--- src/rtl/conv_sequencer.sv ---
`timescale 1ns/1ps
// Raster-scan frame sequencer: one read/push per pixel, then a CAL/WRITE pair for each valid KxK window.
// Latency: strobes are decoded from registered state, so start/done take effect on the cycle after they are sampled.
// Backpressure: CAL holds multi_act until done is sampled; start is honoured only in IDLE.
//
// Ports:
//   clk, rst          clock, asynchronous active-high reset
//   start             begin one frame (sampled only in IDLE)
//   done              MAC array result ready (sampled only in CAL)
//   rd_en/rd_addr     frame-buffer read strobe and linear pixel index row*IMG_W+col
//   pushpixel         shift current pixel into the window (coincident with rd_en)
//   multi_act         MAC array enable, high for every CAL cycle
//   wr_en/wr_addr     output-buffer write strobe and linear output index
//   busy              high whenever not idle
//   fin               one-cycle frame-complete pulse
module conv_sequencer #(
    parameter int IMG_W  = 64,
    parameter int IMG_H  = 64,
    parameter int K      = 3,
    parameter int ADDR_W = 12
) (
    input  logic              clk,
    input  logic              rst,
    input  logic              start,
    input  logic              done,
    output logic              rd_en,
    output logic [ADDR_W-1:0] rd_addr,
    output logic              pushpixel,
    output logic              multi_act,
    output logic              wr_en,
    output logic [ADDR_W-1:0] wr_addr,
    output logic              busy,
    output logic              fin
);

    localparam int CW = $clog2(IMG_W + 1);
    localparam int RW = $clog2(IMG_H + 1);

    localparam logic [CW-1:0] COL_LAST  = CW'(IMG_W - 1);
    localparam logic [RW-1:0] ROW_LAST  = RW'(IMG_H - 1);
    localparam logic [CW-1:0] COL_FIRST = CW'(K - 1);
    localparam logic [RW-1:0] ROW_FIRST = RW'(K - 1);

    typedef enum logic [2:0] {
        S_IDLE  = 3'd0,
        S_PUSH  = 3'd1,
        S_CAL   = 3'd2,
        S_WRITE = 3'd3,
        S_FIN   = 3'd4
    } state_t;

    state_t            state, state_nxt;
    logic [CW-1:0]     col, col_nxt;
    logic [RW-1:0]     row, row_nxt;
    logic [ADDR_W-1:0] pix, pix_nxt;
    logic [ADDR_W-1:0] outc, outc_nxt;

    logic win_vld;
    logic last_pix;

    // Window validity and end-of-frame depend only on the pixel just pushed,
    // which stays addressed through CAL and WRITE.
    assign win_vld  = (row >= ROW_FIRST) && (col >= COL_FIRST);
    assign last_pix = (row == ROW_LAST) && (col == COL_LAST);

    always_ff @(posedge clk or posedge rst) begin
        if (rst) begin
            state <= S_IDLE;
            col   <= '0;
            row   <= '0;
            pix   <= '0;
            outc  <= '0;
        end else begin
            state <= state_nxt;
            col   <= col_nxt;
            row   <= row_nxt;
            pix   <= pix_nxt;
            outc  <= outc_nxt;
        end
    end

    always_comb begin
        state_nxt = state;
        col_nxt   = col;
        row_nxt   = row;
        pix_nxt   = pix;
        outc_nxt  = outc;
        case (state)
            S_IDLE: begin
                if (start) begin
                    state_nxt = S_PUSH;
                    col_nxt   = '0;
                    row_nxt   = '0;
                    pix_nxt   = '0;
                    outc_nxt  = '0;
                end
            end
            S_PUSH: begin
                if (win_vld) begin
                    state_nxt = S_CAL;
                end else if (last_pix) begin
                    state_nxt = S_FIN;
                end else begin
                    state_nxt = S_PUSH;
                    col_nxt   = (col == COL_LAST) ? '0 : col + 1'b1;
                    row_nxt   = (col == COL_LAST) ? row + 1'b1 : row;
                    pix_nxt   = pix + 1'b1;
                end
            end
            S_CAL: begin
                if (done) begin
                    state_nxt = S_WRITE;
                end
            end
            S_WRITE: begin
                outc_nxt = outc + 1'b1;
                if (last_pix) begin
                    state_nxt = S_FIN;
                end else begin
                    state_nxt = S_PUSH;
                    col_nxt   = (col == COL_LAST) ? '0 : col + 1'b1;
                    row_nxt   = (col == COL_LAST) ? row + 1'b1 : row;
                    pix_nxt   = pix + 1'b1;
                end
            end
            S_FIN: begin
                // Counters return to zero so the idle addresses read 0.
                state_nxt = S_IDLE;
                col_nxt   = '0;
                row_nxt   = '0;
                pix_nxt   = '0;
                outc_nxt  = '0;
            end
            default: begin
                state_nxt = S_IDLE;
            end
        endcase
    end

    assign rd_en     = (state == S_PUSH);
    assign pushpixel = (state == S_PUSH);
    assign multi_act = (state == S_CAL);
    assign wr_en     = (state == S_WRITE);
    assign fin       = (state == S_FIN);
    assign busy      = (state != S_IDLE);
    assign rd_addr   = pix;
    assign wr_addr   = outc;

endmodule

--- config.mk ---
export PLATFORM = sky130hd
export DESIGN_NAME = conv_sequencer
export DESIGN_NICKNAME = d
export VERILOG_FILES = /design/src/rtl/conv_sequencer.sv
export SDC_FILE = /design/constraint.sdc
export NUM_CORES = 1
export LEC_CHECK = 0
export ABC_AREA = 1
export CAP_MARGIN = 20
export CORE_UTILIZATION = 50
export CTS_CLUSTER_DIAMETER = 200
export CTS_CLUSTER_SIZE = 24
export DETAILED_ROUTE_END_ITERATION = 6
export HOLD_SLACK_MARGIN = 0.02
export PLACE_DENSITY = 0.87
export SKIP_LAST_GASP = 1
export SYNTH_ARGS = -nofsm -noshare
export SYNTH_HDL_FRONTEND = slang
export SYNTH_SLANG_ARGS = --single-unit
--- constraint.sdc ---
create_clock -name clk -period 1.4 [get_ports clk]
set_input_delay 0.28 -clock clk [delete_from_list [all_inputs] [get_ports clk]]
set_output_delay 0.28 -clock clk [all_outputs]
set_load 0.02 [all_outputs]
==> flow_summary_export.csv <==
group,metric,value,unit
synth,syn_nets,350,
setup_path,r2r-end,"row[4]",
drt,drt_pre_antenna_iters,6,
sta,setup_viol,47,
grt,grt_pass1_wl,13200,um
sta,min_period,1.82,ns
run_status,status,"finished with violations",
synth,ys_seq_elements,41,
drt,routed_wl,10300,um
grt,gr-total-overflow,0,
worst_hold_path,min_path_type,"in -> async",
drt,detail_route.wl_per_cell,19.6,um
cts,cts-root-buf,"clkbuf_8",
final_layout,multi_input_area,1660,um^2
sta,slew_viol_final,0,
synth,yosys.cell_types.count,30,
floorplanning,die_width,73.8,um
setup_path,cp.required,1.60,ns
floorplanning,die_h,73.8,um
final_layout,area_delta_synth_final,62.5,%
setup_path,timing.rr.start,"state[1]",
pwr,p_per_area,1680,nW/um^2
grt,grt_use_total,0.319,
floorplanning,dieArea,5440,um^2
drt,drt_iter0_markers,435,
setup_path,critPathCaptureType,"flop",
floorplanning,initial_core_util,0.531,
cts,cts_buffer_depth,2,
pwr,ir_drop,1.26,mV
setup_path,start_kind,"flop",
sta,max_freq,549,MHz
cts,cts_tree,"yes",
synth,synth_area,2570,um^2
sta,worst_pin_slew,0.374,ns
grt,antenna_found_initial,0,
sta,finalClockSkew,0.0114,ns
setup_path,cp_cell_sequence,"nor2_4, buf_6, nand3b_1, nand2_4, inv_2, buf_4, nand4_1, buf_6, nand2_1, nand2_1",
cts,cts_hold_buf,0,
synth,yosysSeqAreaShare,0.398,
cts,cts_max_level,2,
final_layout,nNetsFinal,470,
drt,drc,0,
placement,gp_congestion,0.910,
run_status,violations,"negative setup slack",
sta,hold_slack,0.334,ns
final_layout,utilization,0.863,
setup_path,crit_slowest_cell,"dfrtp_1",
setup_path,critical-path-max-stage-delay,0.50,ns
synth,syn_inst,340,
synth,yosys_warnings,0,
setup_path,crit_family,"simple AND/OR/NAND/NOR gates",
final_layout,seq_area,1040,um^2
setup_path,r2r_cells,10,
setup_path,rrSetupSlack,-0.42,ns
floorplanning,floorplan.rows,25,
run,max_cap_viol_count,0,
floorplanning,coreArea,4850,um^2
cts,clk_latency,0.31,ns
sta,slew_headroom,0.749,
final_layout,fillers,224,
cts,cts.sinks,41,
drt,vias_per_cell,6.09,
cts,path_clk_slew,0.09,ns
sta,hold_viol_final,0,
sta,worst_slack,-0.421,ns
synth,synth_area_per_cell,7.57,um^2
drt,vias,3216,
final_layout,diodes,0,
final_layout,drive_above_1_share,0.427,
setup_path,critPathBufInv,4,
floorplanning,io_pins,34,
sta,fin_crit_sh,1.30,
cts,cts_buffers,5,
sta,rsz0062_at_grt,"yes",
setup_path,criticalPathCategory,"reg -> reg",
setup_path,crit_fanout,7,
placement,port_buffers,33,
pwr,leakagePower,2.08,nW
grt,grt_pass1_vias,2897,
setup_path,worst_ep_arrival_time,2.02,ns
placement,dp_hpwl,4660,um
drt,drtAntennaViolNets,0,
grt,grt_max_degree,42,
[worst min-delay path: stages]
cell	delay [ns]
clkdlybuf4s50_1	0.40
inv_1	0.10
buf_12	0.25
[layout by cell type, fill, tap and decap left out, types with 3 or more instances in the layout]
cell type / n
nand2_1: 79
buf_4: 58
dfrtp_1: 30
inv_1: 29
nor2_1: 26
buf_6: 26
dlygate4sd2_1: 18
nand2_4: 17
o21ai_2: 17
nand4_1: 15
nand3_1: 14
nand2_2: 14
dfrtp_2: 11
xor2_1: 10
nor2_4: 9
inv_2: 9
o21ai_0: 7
clkbuf_8: 6
nor3_1: 5
clkdlybuf4s15_1: 5
o21ai_1: 4
nand3_4: 4
a21oi_1: 4
xnor2_1: 4
ha_4: 4
buf_12: 4
or2_2: 3
clkdlybuf4s50_1: 3
[synthesized netlist by cell type]
master | count | area, um^2
a21oi_4 | 1 | 16.3
dfrtp_1 | 41 | 1030
nand2_2 | 2 | 12.5
inv_1 | 37 | 139
nand4_1 | 15 | 93.8
buf_6 | 3 | 33.8
nand3_4 | 1 | 17.5
or2_2 | 3 | 18.8
nand2_1 | 108 | 405
nor2_1 | 32 | 120
nor2_2 | 2 | 12.5
a21oi_1 | 5 | 25.0
o21ai_2 | 15 | 131
o21bai_1 | 2 | 15.0
o32ai_1 | 1 | 8.76
buf_4 | 1 | 7.51
o21ai_0 | 13 | 65.1
buf_2 | 1 | 5.00
nand3_1 | 15 | 75.1
inv_2 | 3 | 11.3
xor2_1 | 10 | 87.6
nand3_2 | 4 | 40.0
nor3_1 | 6 | 30.0
o31ai_1 | 1 | 7.51
clkbuf_1 | 1 | 3.75
nand3b_1 | 2 | 15.0
nor2_4 | 2 | 22.5
o22ai_1 | 3 | 18.8
xnor2_1 | 4 | 35.0
ha_1 | 6 | 75.1
[through the flow]
stage / instance area (um^2) / power [W] / setup TNS (ns) / setup WS, ns / instances
after global routing: 4190 / 0.00721 / -14.98 / -0.452 / 528
final: 4190 / 0.00702 / -13.18 / -0.421 / 528
after detailed placement: 3380 / 0.00370 / -8.78 / -0.285 / 487
after CTS: 3880 / 0.00591 / -5.96 / -0.191 / 514
after global placement: 3380 / 0.00363 / -7.14 / -0.245 / 487
after floorplan: 2590 / 0.00282 / -1.52 / -0.0899 / 340
[cells by family (layout without fill, tap and decap cells)]
family / Yosys count / after routing / share of synthesized area
AOI/OAI and AO/OA: 41 / 41 / 0.112
xor gates and xnor gates: 14 / 14 / 0.0476
adders and majority gates: 6 / 6 / 0.0292
buffers and inverters: 46 / 167 / 0.0777
DFF: 41 / 41 / 0.398
and+or+nand+nor: 192 / 192 / 0.335
[power by group]
part	switching, W	internal [W]	total, W
sequential	0.000175	0.00130	0.00148
clock	0.000472	0.000583	0.00105
combinational	0.00231	0.00218	0.00449
total	0.00296	0.00406	0.00702
[flip-flops by register name, summed over array words and instances (netlist names)]
name,flops
col,7
rd_addr,12
row,7
state,3
wr_addr,12
[area by class of cell]
type / instances / share of cell area
Inverter: 40 / 0.0371
Sequential cell: 41 / 0.248
Timing Repair Buffer: 119 / 0.271
Clock buffer: 7 / 0.0206
Tap cell: 67 / 0.0200
Clock inverter: 1 / 0.00717
Multi-Input combinational cell: 253 / 0.396
[how the worst max path moves through the flow]
stage	from	end	cells past startpoint
after floorplan	col[1]	state[0]	7
after global placement	state[0]	pushpixel	3
after detailed placement	state[0]	fin	4
after CTS	row[1]	rd_addr[0]	9
after global routing	state[0]	row[4]	10
final	state[1]	row[4]	10
[metal layers]
layer / up-vias / share of wire / global-route usage / routed length [um]
met5: - / 0 / 0 / 0
met2: 272 / 0.49 / 0.592 / 5020
li1: 1333 / - / - / -
met3: 88 / 0.087 / 0.0549 / 895
met1: 1523 / 0.35 / 0.366 / 3640
met4: 0 / 0.075 / 0.111 / 778
[what timing repair did]
action,4_1_cts,5_1_grt
resized for setup,121,71
pin swaps,14,18
endpoints found under the setup margin,69,55
setup buffers,17,17
cloned,2,1
hold endpoints to repair,0,0
Power figures use the tool's default switching activity.
